==> src/rtl/angle_pkg.sv <==
// angle_pkg: shared constants, FSM state type and quarter-wave sine
// generator for the look-direction pipeline.
//   W         signed width of angle inputs and vector outputs
//   SCALE     unit-vector magnitude (LUT scale and divisor)
//   TURN      angle units per full revolution (must be a multiple of 4)
//   PITCH_MAX pitch clamp magnitude, below TURN/4
package angle_pkg;

    localparam int W         = 20;
    localparam int SCALE     = 225;
    localparam int TURN      = 360;
    localparam int PITCH_MAX = 89;

    // Bits needed for the magnitude of a product of two trig values.
    localparam int PW   = 2 * $clog2(SCALE + 1);
    // Signed width of one trig value (magnitude up to SCALE).
    localparam int TW   = PW / 2 + 1;
    // Divider: shifted partial remainder width, stored remainder width.
    localparam int RW   = PW / 2 + 1;
    localparam int RMW  = RW - 1;
    localparam int IW   = $clog2(TURN);
    localparam int Q    = TURN / 4;
    localparam int QIW  = $clog2(Q + 1);
    localparam int QN   = 2 ** QIW;
    localparam int CW   = $clog2(PW);
    localparam int LAT  = 4 + 2 * PW;

    typedef enum logic [2:0] {
        IDLE   = 3'd0,
        WRAP   = 3'd1,
        LOOKUP = 3'd2,
        MUL_X  = 3'd3,
        DIV_X  = 3'd4,
        MUL_Y  = 3'd5,
        DIV_Y  = 3'd6,
        DONE   = 3'd7
    } state_t;

    // round(SCALE * sin(i * 2*pi / TURN)) for 0 <= i <= TURN/4, evaluated at
    // elaboration only. Values here are never negative, so adding one half
    // rounds half away from zero; the small bias keeps exact halves such as
    // SCALE*sin(30 deg) from falling just short through float error.
    function automatic int sin_quarter(input int i);
        real x;
        real term;
        real sum;
        x    = $itor(i) * 2.0 * 3.14159265358979323846 / $itor(TURN);
        term = x;
        sum  = x;
        for (int k = 1; k < 14; k++) begin
            term = -term * x * x / ($itor(2 * k) * $itor(2 * k + 1));
            sum  = sum + term;
        end
        return $rtoi($itor(SCALE) * sum + 0.5 + 1.0e-6);
    endfunction

endpackage

==> src/rtl/angle_sincos.sv <==
// angle_sincos: combinational cos/sin lookup at SCALE.
//   idx     in  IW  angle index, 0 <= idx < TURN
//   cos_v   out TW  signed round(SCALE*cos)
//   sin_v   out TW  signed round(SCALE*sin)
// Only a quarter-wave table is stored; quadrant symmetry gives the rest.
module angle_sincos
    import angle_pkg::*;
(
    input  logic [IW-1:0]        idx,
    output logic signed [TW-1:0] cos_v,
    output logic signed [TW-1:0] sin_v
);

    localparam logic [IW-1:0]  Q1 = IW'(Q);
    localparam logic [IW-1:0]  Q2 = IW'(2 * Q);
    localparam logic [IW-1:0]  Q3 = IW'(3 * Q);
    localparam logic [QIW-1:0] QQ = QIW'(Q);

    logic signed [TW-1:0] tbl [0:QN-1];

    for (genvar i = 0; i < QN; i++) begin : g_tbl
        localparam int V = (i <= Q) ? sin_quarter(i) : 0;
        assign tbl[i] = TW'(V);
    end

    logic [1:0]           quad;
    logic [QIW-1:0]       r;
    logic [QIW-1:0]       qr;
    logic signed [TW-1:0] a;
    logic signed [TW-1:0] b;

    always_comb begin
        quad = 2'd0;
        r    = QIW'(idx);
        if (idx < Q1) begin
            quad = 2'd0;
            r    = QIW'(idx);
        end else if (idx < Q2) begin
            quad = 2'd1;
            r    = QIW'(idx - Q1);
        end else if (idx < Q3) begin
            quad = 2'd2;
            r    = QIW'(idx - Q2);
        end else begin
            quad = 2'd3;
            r    = QIW'(idx - Q3);
        end
        qr = QQ - r;
        a  = tbl[r];
        b  = tbl[qr];
        case (quad)
            2'd0:    begin sin_v = a;  cos_v = b;  end
            2'd1:    begin sin_v = b;  cos_v = -a; end
            2'd2:    begin sin_v = -a; cos_v = -b; end
            default: begin sin_v = -b; cos_v = a;  end
        endcase
    end

endmodule

==> src/rtl/angle_relative_pipe.sv <==
// angle_relative_pipe: yaw/pitch -> scaled 3-D and horizontal look vectors.
//   clk, rst                 clock; asynchronous active-low reset
//   in_valid/in_ready        request handshake (angle_x yaw, angle_y pitch)
//   out_valid/out_ready      result handshake
//   lookat_rel_x/y/z         3-D look vector
//   lookat_h_rel_x/y         horizontal look vector
//   range_err                result came from an out-of-range yaw
//   state_dbg                current FSM state
// Handshake: a transfer happens on a rising edge where valid and ready are
// both high; valid never depends on ready, and out_valid with its data is
// held until out_ready takes it.
// One multiplier and one restoring divider are shared by the two products.
module angle_relative_pipe
    import angle_pkg::*;
(
    input  logic                clk,
    input  logic                rst,
    input  logic                in_valid,
    output logic                in_ready,
    input  logic signed [W-1:0] angle_x,
    input  logic signed [W-1:0] angle_y,
    output logic                out_valid,
    input  logic                out_ready,
    output logic signed [W-1:0] lookat_rel_x,
    output logic signed [W-1:0] lookat_rel_y,
    output logic signed [W-1:0] lookat_rel_z,
    output logic signed [W-1:0] lookat_h_rel_x,
    output logic signed [W-1:0] lookat_h_rel_y,
    output logic                range_err,
    output state_t              state_dbg
);

    localparam logic signed [W-1:0] TURN_S  = W'(TURN);
    localparam logic signed [W-1:0] TURN2_S = W'(2 * TURN);
    localparam logic signed [W-1:0] NTURN_S = -W'(TURN);
    localparam logic signed [W-1:0] PMAX_S  = W'(PITCH_MAX);
    localparam logic signed [W-1:0] NPMAX_S = -W'(PITCH_MAX);

    state_t state, state_next;

    logic                 ready_en;
    logic signed [W-1:0]  ax, ay;
    logic [IW-1:0]        yaw_idx, pit_idx;
    logic                 err;
    logic signed [TW-1:0] hc, hs, vc, vs;
    logic signed [TW-1:0] yaw_cos, yaw_sin, pit_cos, pit_sin;
    logic                 neg;
    logic [PW-1:0]        mag, quo;
    logic [RMW-1:0]       rem;
    logic [CW-1:0]        cnt;
    logic signed [W-1:0]  res_x;

    assign state_dbg = state;
    assign in_ready  = ready_en && (state == IDLE);

    wire accept   = in_valid && in_ready;
    wire div_last = (cnt == CW'(PW - 1));

    angle_sincos u_yaw (.idx(yaw_idx), .cos_v(yaw_cos), .sin_v(yaw_sin));
    angle_sincos u_pit (.idx(pit_idx), .cos_v(pit_cos), .sin_v(pit_sin));

    // Range check, yaw wrap and pitch clamp on the registered angles.
    logic signed [W-1:0] yaw_w, pit_c, pit_w;
    logic                err_c;
    always_comb begin
        yaw_w = '0;
        err_c = 1'b0;
        if (!ax[W-1] && ax < TURN_S)          yaw_w = ax;
        else if (ax[W-1] && ax >= NTURN_S)    yaw_w = ax + TURN_S;
        else if (ax >= TURN_S && ax < TURN2_S) yaw_w = ax - TURN_S;
        else                                  err_c = 1'b1;
        if (ay > PMAX_S)       pit_c = PMAX_S;
        else if (ay < NPMAX_S) pit_c = NPMAX_S;
        else                   pit_c = ay;
        pit_w = pit_c[W-1] ? pit_c + TURN_S : pit_c;
    end

    // Shared multiplier: hc*vc in MUL_X, hs*vc in MUL_Y.
    logic signed [TW-1:0] mul_a;
    logic signed [PW+1:0] prod;
    logic [PW+1:0]        prod_abs;
    always_comb begin
        mul_a    = (state == MUL_Y) ? hs : hc;
        prod     = mul_a * vc;
        prod_abs = prod[PW+1] ? -prod : prod;
    end

    // One restoring-divide step; div_res is the signed quotient that this
    // step completes when it is the last one.
    logic [RW-1:0]       r_sh, r_nx;
    logic                ge;
    logic [PW-1:0]       q_nx;
    logic signed [W-1:0] q_ext, div_res;
    always_comb begin
        r_sh    = {rem, mag[PW-1]};
        ge      = (r_sh >= RW'(SCALE));
        r_nx    = ge ? r_sh - RW'(SCALE) : r_sh;
        q_nx    = {quo[PW-2:0], ge};
        q_ext   = {{(W-PW){1'b0}}, q_nx};
        div_res = neg ? -q_ext : q_ext;
    end

    always_ff @(posedge clk or negedge rst) begin
        if (!rst) state <= IDLE;
        else      state <= state_next;
    end

    always_comb begin
        state_next = state;
        case (state)
            IDLE:    if (accept) state_next = WRAP;
            WRAP:    state_next = LOOKUP;
            // The range flag registered in WRAP is acted on here.
            LOOKUP:  state_next = err ? DONE : MUL_X;
            MUL_X:   state_next = DIV_X;
            DIV_X:   if (div_last) state_next = MUL_Y;
            MUL_Y:   state_next = DIV_Y;
            DIV_Y:   if (div_last) state_next = DONE;
            DONE:    if (out_ready) state_next = IDLE;
            default: state_next = IDLE;
        endcase
    end

    always_ff @(posedge clk or negedge rst) begin
        if (!rst) begin
            ready_en       <= 1'b0;
            ax             <= '0;
            ay             <= '0;
            yaw_idx        <= '0;
            pit_idx        <= '0;
            err            <= 1'b0;
            hc             <= '0;
            hs             <= '0;
            vc             <= '0;
            vs             <= '0;
            neg            <= 1'b0;
            mag            <= '0;
            quo            <= '0;
            rem            <= '0;
            cnt            <= '0;
            res_x          <= '0;
            out_valid      <= 1'b0;
            range_err      <= 1'b0;
            lookat_rel_x   <= '0;
            lookat_rel_y   <= '0;
            lookat_rel_z   <= '0;
            lookat_h_rel_x <= '0;
            lookat_h_rel_y <= '0;
        end else begin
            ready_en <= 1'b1;
            case (state)
                IDLE: if (accept) begin
                    ax <= angle_x;
                    ay <= angle_y;
                end
                WRAP: begin
                    yaw_idx <= IW'(yaw_w);
                    pit_idx <= IW'(pit_w);
                    err     <= err_c;
                end
                LOOKUP: begin
                    hc <= yaw_cos;
                    hs <= yaw_sin;
                    vc <= pit_cos;
                    vs <= pit_sin;
                    if (err) begin
                        lookat_rel_x   <= '0;
                        lookat_rel_y   <= '0;
                        lookat_rel_z   <= '0;
                        lookat_h_rel_x <= '0;
                        lookat_h_rel_y <= '0;
                        range_err      <= 1'b1;
                        out_valid      <= 1'b1;
                    end
                end
                MUL_X, MUL_Y: begin
                    neg <= prod[PW+1];
                    mag <= PW'(prod_abs);
                    quo <= '0;
                    rem <= '0;
                    cnt <= '0;
                end
                DIV_X, DIV_Y: begin
                    mag <= {mag[PW-2:0], 1'b0};
                    rem <= RMW'(r_nx);
                    quo <= q_nx;
                    cnt <= cnt + 1'b1;
                    if (div_last && state == DIV_X) res_x <= div_res;
                    if (div_last && state == DIV_Y) begin
                        lookat_rel_x   <= res_x;
                        lookat_rel_y   <= div_res;
                        lookat_rel_z   <= {{(W-TW){vs[TW-1]}}, vs};
                        lookat_h_rel_x <= {{(W-TW){hc[TW-1]}}, hc};
                        lookat_h_rel_y <= {{(W-TW){hs[TW-1]}}, hs};
                        range_err      <= 1'b0;
                        out_valid      <= 1'b1;
                    end
                end
                DONE: if (out_ready) out_valid <= 1'b0;
                default: ;
            endcase
        end
    end

endmodule

==> config.mk <==
export PLATFORM = sky130hd
export DESIGN_NAME = angle_relative_pipe
export DESIGN_NICKNAME = d
export VERILOG_FILES = /design/src/rtl/angle_pkg.sv /design/src/rtl/angle_sincos.sv /design/src/rtl/angle_relative_pipe.sv
export SDC_FILE = /design/constraint.sdc
export NUM_CORES = 1
export LEC_CHECK = 0
export CELL_PAD_IN_SITES_DETAIL_PLACEMENT = 0
export CELL_PAD_IN_SITES_GLOBAL_PLACEMENT = 1
export CORE_MARGIN = 1
export CORE_UTILIZATION = 47
export DETAILED_ROUTE_END_ITERATION = 12
export GPL_TIMING_DRIVEN = 0
export PLACE_DENSITY = 0.83
export SKIP_LAST_GASP = 1
export SLEW_MARGIN = 10
export SYNTH_ARGS = -nofsm -noshare
export SYNTH_HDL_FRONTEND = slang
export SYNTH_HIERARCHICAL = 1
export SYNTH_SLANG_ARGS = --single-unit
==> constraint.sdc <==
create_clock -name clk -period 9.01 [get_ports clk]
set_clock_uncertainty 0.15 [all_clocks]
set_input_delay 1.3515 -clock clk [delete_from_list [all_inputs] [get_ports clk]]
set_output_delay 1.3515 -clock clk [all_outputs]
set_load 0.1 [all_outputs]
# Word level (Yosys, flattened, before mapping)
# Memory sizes are Yosys's and may differ from the RTL's.
# Cells that the tools add are included.
# totals
mem_bits_ro	4608
mem_count	4
regBits	265
word_cells	172
# mem_list
memory	depth	width	read_ports	rd_clocked_by_memory_dff	wr	line	source
(no name shown)	128	9	1	0	0	angle_sincos.sv:50	b = tbl[qr];
(no name shown)	128	9	1	0	0	angle_sincos.sv:49	a = tbl[r];
(no name shown)	128	9	1	0	0	angle_sincos.sv:50	
(no name shown)	128	9	1	0	0	angle_sincos.sv:49	
# classes
reduce_logical	21
mul	1
order_cmp	17
bitwise_logic	4
add_sub_neg	19
n_eq_ne	18
mux	64
# op_table
operator	count
one-hot mux 20 bit (2 select lines)	5
two-way mux 20 bit	9
two-way mux 9 bit	13
one-hot mux 9 bit (3 select lines)	4
two-way mux 7 bit	6
greater-or-equal comparator 20 x 10 -> 1 bit, second input constant	2
negator 9 bit	4
greater-or-equal comparator 8 bit, second input constant	4
NOT 7 -> 8 bit	4
one-hot mux 16 bit (2 select lines)	1
one-hot mux 15 bit (2 select lines)	1
one-hot mux 3 bit (8 select lines)	1
> comparator 20 x 8 -> 1 bit, second input constant	1
less-than comparator 20 x 10 -> 1 bit, second input constant	1
less-than comparator 20 x 11 -> 1 bit, second input constant	1
less-than comparator 20 x 8 -> 1 bit, second input constant	1
negator 16 -> 20 bit	1
adder 9 bit, second input constant	2
less-than comparator 9 x 7 -> 1 bit, second input constant	2
less-than comparator 9 x 8 -> 1 bit, second input constant	2
less-than comparator 9 bit, second input constant	2
multiplier 9 x 9 -> 18 bit	1
two-way mux 16 bit	1
negator 16 bit	1
33 further kinds	74

# Longest topological paths before layout
# Gate-level depths: netlist (run 1).
# logic_depth
word_depth	11
ltp_mapped	28

# Hierarchy
# The synthesis (run 1) kept the hierarchy.
# by_module_without_submodules
mod	area_each_um2	cells_each	seq_area_each_um2	instances
angle_relative_pipe	13668.1	1364	5805.6	1
angle_sincos at u_yaw	3880.0	528	0.0	1
angle_sincos at u_pit	3784.9	575	0.0	1

# Least setup slack after synthesis (run 1)
# No wires, ideal clock.
# synth_path
path_type	reg-to-reg
from	register state[1] (netlist: state_dbg[1])
to	register mag[11]
required_time_ps	8791
path_buffers	3
setup_slack_ps	1690
arrival_ps	7101
path_stages_with_launch	22
period_less_slack_ps	7320
cell_sequence	dfrtp_1 -> nand3b_1 -> clkbuf_1 -> mux2_2 -> or2_2 -> fa_1 -> fa_1 -> inv_1 -> fa_1 -> fa_1 -> fa_1 -> ha_1 -> and2_4 -> a211oi_2 -> a21oi_1 -> o211a_1 -> or3_1 -> buf_6 -> and2_1 -> buf_2 -> or4_1 -> nand3_1
# synth_via
elab_chain_len	6
word_cells_on_any_way	12
cone_classes	add/sub: 1; mul: 1; eq/ne: 4; mux: 3; reduce/logical: 3
# synth_rtl
element	line	source
start, declared	angle_relative_pipe.sv:39	state_t state, state_next;
start signal, assigned	angle_relative_pipe.sv:105	else state <= state_next;
equality test 3 bit	angle_relative_pipe.sv:83, angle_relative_pipe.sv:151	
two-way mux 9 bit	angle_relative_pipe.sv:83	mul_a = (state == MUL_Y) ? hs : hc;
multiplier 9 x 9 -> 18 bit	angle_relative_pipe.sv:84	prod = mul_a * vc;
negator 16 bit	angle_relative_pipe.sv:85	prod_abs = prod[PW+1] ? -prod : prod;
two-way mux 16 bit	angle_relative_pipe.sv:85	
one-hot mux 16 bit (2 select lines)	angle_relative_pipe.sv:151	case (state)
end signal, assigned	angle_relative_pipe.sv:178	mag <= PW'(prod_abs);
end signal, assigned	angle_relative_pipe.sv:184	mag <= {mag[PW-2:0], 1'b0};
end, declared	angle_relative_pipe.sv:48	logic [PW-1:0] mag, quo;
# Parallel ways exist; a longest one is shown, timed or not.
# A chain may end at the register's enable or synchronous reset.

# Worst setup path after layout (run 1)
# layout_path
from	register pit_idx[1]
to	register vs[8]
# layout_via
elab_chain_len	11
word_cells_on_any_way	27
cone_classes	add/sub: 6; order compare: 3; eq/ne: 2; mux: 11; bitwise: 2; reduce/logical: 1; memory: 2
# layout_rtl
element	line	source
start, declared	angle_relative_pipe.sv:43	logic [IW-1:0] yaw_idx, pit_idx;
start signal, assigned	angle_relative_pipe.sv:158	pit_idx <= IW'(pit_w);
less-than comparator 9 bit (tied with other cells)	angle_sincos.sv:41	end else if (idx < Q3) begin
two-way mux 7 bit	angle_sincos.sv:41	
two-way mux 7 bit	angle_sincos.sv:38	end else if (idx < Q2) begin
two-way mux 7 bit	angle_sincos.sv:35	if (idx < Q1) begin
subtractor 7 bit	angle_sincos.sv:48	qr = QQ - r;
NOT 7 -> 8 bit (implied by the code)	angle_sincos.sv:50	
memory (128 x 9 bit)	-	
two-way mux 9 bit (implied by the code) (2 in series)	angle_sincos.sv:50	
negator 9 bit	angle_sincos.sv:55	default: begin sin_v = -b; cos_v = a; end
one-hot mux 9 bit (3 select lines) (*)	angle_sincos.sv:51	case (quad)
named net pit_sin[8]	angle_relative_pipe.sv:46	logic signed [TW-1:0] yaw_cos, yaw_sin, pit_cos, pit_sin;
end signal, assigned	angle_relative_pipe.sv:165	vs <= pit_sin;
end, declared	angle_relative_pipe.sv:45	logic signed [TW-1:0] hc, hs, vc, vs;
# Mark *: on every way through the listed nets, which the timed path passes. The rest lies on a longest branch. The select of a mux whose other input is x is not followed.

==> flow_summary.yaml, run 1 <==
worst_setup_path:
  start_kind: "register"
  crit_type: "register to register"
  slowest_stage: "clkbuf_1"
  end_kind: "register"
  reg2reg_slack_ns: 0.88
  cp_common_cell: "ha_1"
  cp-startpoint: "pit_idx[1]"
  timing.rr.start: "pit_idx[1]"
  cp.required_ns: 9.28
  cpPeakStageDelay_ns: 0.77
  worstPathArrival_ns: 8.40
  crit_fanout: 16
sta:
  drv_slew: 0
  max_slew.worst_pin.slew_ns: 1.06
  finalSetupViolations: 0
  maxSlewHeadroom: 0.276
  hold_violations: 0
  timing.final.crit_share: 0.902
  max_freq_mhz: 123
  finalCriticalPeriod_ns: 8.13
  rsz0062_at_grt: "false"
detailed_routing:
  avgViaCountPerCell: 6.12
  drtIter0Drc: 1819
  num_vias: 19921
  drt_wl_total_um: 67800
  dr.pass1.iters: 5
  antenna_left: 0
  drcViolationCount: 0
  wire_per_inst_um: 20.8
finish:
  final_common_cell: "nand2_1"
  layout.nets: 2864
  post-route-util: 0.550
  design_area_um2: 24500
  synthToLayoutAreaGrowth_pct: 14.8
  fillerInstances: 4154
  layout_common_cells: "nand2_1, dfrtp_1, o21ai_0"
  diodes: 0
  drive_gt1_frac: 0.123
clocking:
  cts_tree: "yes"
  cts_buffers: 26
  cts_htree_levels: 1
  clk_path_buf_depth: 3
  path_clk_slew_ns: 0.06
  clock_latency_ns: 0.56
  root_buffer: "clkbuf_16"
  cts_setup_buffers: 0
  cts.sinks: 232
  holdBufCountCts: 0
  cts_resized: 0
global_routing:
  grt_max_degree: 115
  grt_pass1_wl_um: 110000
  grt_pass1_vias: 19614
  antenna_found_initial: 0
  met2_usage: 0.480
  grt.total_usage: 0.292
  busiest_layer: "met2"
  met3_usage: 0.0333
  grt_overflow_total: 0
  use_met1: 0.401
synthesis:
  synth_nets: 2684
  syn_area_per_cell_um2: 8.65
  synth-async-reset-ratio: 1.00
  synth_edf_count: 0
  synth_flop_cell: "dfrtp_1"
  syn-cell-area_um2: 21300
  syn_inst: 2467
  synth_warnings: 6
  ys_seq_area_frac: 0.272
  synth-seq-cells: 232
  synth_cell_types: 132
floorplan:
  dieWidth_um: 215
  rows: 77
  fp.dieH_um: 215
  coreArea_um2: 44500
  dieArea_um2: 46200
  ios: 150
  initial_utilization: 0.479
run_status:
  status: "complete, no violations"
min_path:
  min-delay-start: "lookat_rel_y[13]"
  hold_path_class: "register to register"
power:
  p_per_area_nw_per_um2: 214
  p_leak_nw: 10.9
  ir_drop_mv: 0.185
placement:
  gp_congestion: 0.965
  place_area_um2: 23600
  hpwl_um: 51900
  io_buffers: 149
job:
  drv_cap: 0
metrics by stage:
stage,setup TNS [ns],instances,power (mW),setup WS (ns),hold WS [ns]
floorplan,0,2467,3.45,1.69,0.290
global placement,-723.23,3208,4.11,-3.16,0.304
detailed placement,0,3211,4.18,1.11,0.313
CTS,0,3257,5.26,1.10,0.325
global route,0,3257,5.59,0.340,0.349
finish,0,3257,5.24,0.884,0.320
final timing paths:
path / to / cells past startpoint
min in group asynchronous: ay[2] / 1
max in group asynchronous: lookat_h_rel_x[5] / 3
min: lookat_rel_y[13] / 2
max: vs[8] / 25
min reg2reg: lookat_rel_y[13] / 2
max reg2reg: vs[8] / 25
registers in the layout (all words and copies together), names as in the netlist, 15 cells and up:
register,flops
res_x,20
ay,20
quo,15
ax,20
lookat_rel_y,20
lookat_rel_x,20
mag,16
Yosys cell counts, types with 15 or more instances:
cell type  count  share of area
and2_1        42          0.012
mux2_2        88          0.046
buf_2         29         0.0068
buf_4         46          0.016
nor4_1        15         0.0044
a22o_1        21         0.0086
ha_1         103          0.060
o21ai_0      192          0.045
fa_1          70          0.066
a22oi_1       24         0.0084
nand2_1      343          0.060
xor2_1        41          0.017
o211ai_1      33          0.012
xnor2_1       47          0.019
a21o_1        23         0.0081
mux2i_1       27          0.013
nor2_1       136          0.024
nor3_1        51          0.012
buf_1         15         0.0026
a211oi_1      25         0.0088
a31oi_1       25         0.0073
a21oi_1       98          0.023
clkbuf_1      91          0.016
nor2b_1       19         0.0056
nand4_1       15         0.0044
nand3_1       78          0.018
o31ai_1       26         0.0091
dfrtp_1      232           0.27
inv_1        115          0.020
o22ai_1       22         0.0065
area by class of cell:
cell class / count / area, um2 / share of cell area
Buffer: 193 / 1020 / 0.0418
Clock buffer: 40 / 763 / 0.0312
Clock inverter: 6 / 73.8 / 0.00302
Inverter: 119 / 447 / 0.0182
Multi-Input combinational cell: 1923 / 14100 / 0.575
Sequential cell: 232 / 5810 / 0.237
Tap cell: 592 / 741 / 0.0303
Timing Repair Buffer: 152 / 1560 / 0.0636
power by group:
| group | switching [mW] | internal, mW |
|---|---|---|
| logic | 1.80 | 0.896 |
| clock network | 0.442 | 0.612 |
| registers | 0.215 | 1.28 |
cell families after synthesis:
kind of cell,after synthesis,share of synthesized area
compound gates,699,0.232
xor+xnor,94,0.0415
fa+ha+maj,175,0.127
buf+inv,312,0.0689
flops,232,0.272
mux,123,0.0655
other cells,1,0.000176
simple gates,831,0.193
worst max-delay path: cells and delay by family (launching register included):
kind | cells | cell delay (ns)
buffers and inverters | 6 | 2.00
adders and majority gates | 3 | 0.89
DFF | 1 | 0.38
AOI/OAI and AO/OA | 7 | 1.68
and+or+nand+nor | 8 | 2.56
muxes | 1 | 0.30
per-layer routing:
| metal | up-vias | wire, um |
|---|---|---|
| li1 | 9266 | - |
| met1 | 9712 | 29700 |
| met2 | 804 | 31700 |
| met5 | - | 0 |
| met4 | 0 | 2130 |
| met3 | 139 | 4250 |
No activity file was read; power rests on OpenSTA's default activity.
==> run 2: changes to the inputs <==
CELL_PAD_IN_SITES_DETAIL_PLACEMENT = unset   (was 0)
CELL_PAD_IN_SITES_GLOBAL_PLACEMENT = unset   (was 1)
CORE_UTILIZATION = 61   (was 47)
PLACE_DENSITY = 0.82   (was 0.83)
==> flow_summary.yaml, run 2 (same netlist as run 1, synthesis figures left out) <==
run_status:
  status: "complete, no violations"
sta:
  holdWs_ns: 0.326
  finalCriticalPeriod_ns: 7.96
  rsz0062_at_grt: "false"
  tns_ns: 0
  maxSlewHeadroom: 0.167
  max_slew.worst_pin.slew_ns: 1.24
  timing.final.crit_share: 0.883
  finalSetupViolations: 0
  setup_ws_ns: 1.05
  max_freq_mhz: 126
  hold_violations: 0
  drv_slew: 0
global_routing:
  grt_pass1_wl_um: 108000
  grt_pass1_vias: 20044
  grt.total_usage: 0.375
  antenna_found_initial: 0
  grt_overflow_total: 0
  grt_max_degree: 121
floorplan:
  coreArea_um2: 34500
  ios: 150
  rows: 68
  initial_utilization: 0.619
  fp.dieH_um: 189
  dieArea_um2: 35700
  dieWidth_um: 189
worst_setup_path:
  cp_common_cell: "ha_1"
  cp.required_ns: 9.31
  crit_fanout: 16
  end_kind: "register"
  slowest_stage: "clkbuf_1"
  cpPeakStageDelay_ns: 0.75
  start_kind: "register"
  crit_type: "register to register"
  path_cells: "clkbuf_1, inv_1, ha_1, nand4b_1, nand3_1, nand3_1, nor2_1, clkbuf_1, ha_1, a21o_1, buf_1, nor4_1, a211oi_1, buf_2, nor2_1, a211o_1, a221oi_2, ha_1, inv_1, or3_4, nor3_4, and3b_1, o22ai_1, mux2_2"
  worstPathArrival_ns: 8.25
clocking:
  cts_resized: 0
  cts_htree_levels: 1
  cts_buffers: 26
  clk_path_buf_depth: 3
  path_clk_slew_ns: 0.06
  cts_tree: "yes"
  clock_latency_ns: 0.56
  root_buffer: "clkbuf_16"
  cts_setup_buffers: 0
  holdBufCountCts: 0
  cts.sinks: 232
placement:
  place_worst_setup_slack_ns: 1.38
  gp_congestion: 1.00
  hpwl_um: 50700
  io_buffers: 149
detailed_routing:
  drt_wl_total_um: 67300
  drcViolationCount: 0
  antenna_left: 0
  drtIter0Drc: 2179
  avgViaCountPerCell: 6.67
  wire_per_inst_um: 21.6
  num_vias: 20791
  dr.pass1.iters: 6
power:
  p_per_area_nw_per_um2: 218
  p_sw_mw: 2.49
  finalPower_mw: 5.30
  sw_frac_of_total: 0.470
  p_seq_frac: 0.283
  ir_drop_mv: 0.340
  p_leak_nw: 10.9
  clkPwrFrac: 0.204
  power_frac_comb: 0.513
  p_int_mw: 2.81
finish:
  synthToLayoutAreaGrowth_pct: 14.1
  layout.nets: 2864
  layout_common_cells: "nand2_1, dfrtp_1, o21ai_0"
  diodes: 0
  seq_area_um2: 5810
  fillerInstances: 2756
  drive_gt1_frac: 0.124
  final_common_cell: "nand2_1"
  post-route-util: 0.706
  multi_input_area_um2: 14100
min_path:
  hold_path_class: "register to register"
job:
  drv_cap: 0
-- run 2: cell count changes in the layout (fill, tap and decap cells not counted), sizes merged --
cell	previous run	this run
clkbuf	131	124
bufinv	1	2
inv	119	120
clkinvlp	0	3
clkinv	5	6
-- run 2: metrics by stage --
stage | instance area, um2 | cells
final | 24300 | 3119
after global routing | 24300 | 3119
after CTS | 24300 | 3119
after detailed placement | 23500 | 3074
after global placement | 23400 | 3071
after floorplan | 21300 | 2467
-- run 2: metal layers --
layer,part of all wire,GRT usage,wire [um]
met4,0.045,0.161,3030
met1,0.40,0.496,27000
met5,0,0,0
met3,0.078,0.0450,5230
met2,0.48,0.621,32000
-- run 2: critical path: cells and delay by family, from the launching register on --
family	cells	cell delay, ns
buf+inv	6	1.99
compound gates	5	1.46
mux	1	0.31
fa+ha+maj	3	0.87
simple gates	9	2.62
flops	1	0.43
-- run 2: cell type report --
type / count / area share
Buffer: 193 / 0.0421
Tap cell: 455 / 0.0234
Clock inverter: 12 / 0.00586
Clock buffer: 33 / 0.0299
Inverter: 119 / 0.0184
Multi-Input combinational cell: 1923 / 0.578
Timing Repair Buffer: 152 / 0.0640
Sequential cell: 232 / 0.239
-- run 2: path summary, 6_finish.rpt --
kind,from,endpoint,slack [ns],cells past startpoint
max,pit_idx[1],vs[8],1.05,24
min,lookat_rel_y[15],lookat_rel_y[15],0.33,2
max reg2reg,pit_idx[1],vs[8],1.05,24
min reg2reg,lookat_rel_y[15],lookat_rel_y[15],0.33,2
max in group asynchronous,rst,ay[1],7.01,3
min in group asynchronous,rst,res_x[5],0.65,2
-- run 2: power by group through the flow --
stage | Sequential [mW] | Clock, mW | Combinational (mW)
after floorplan | 1.96 | 0 | 1.49
after global placement | 1.49 | 0 | 2.57
after detailed placement | 1.51 | 0 | 2.65
after CTS | 1.49 | 1.09 | 2.68
after global routing | 1.53 | 1.13 | 2.94
final | 1.50 | 1.08 | 2.72
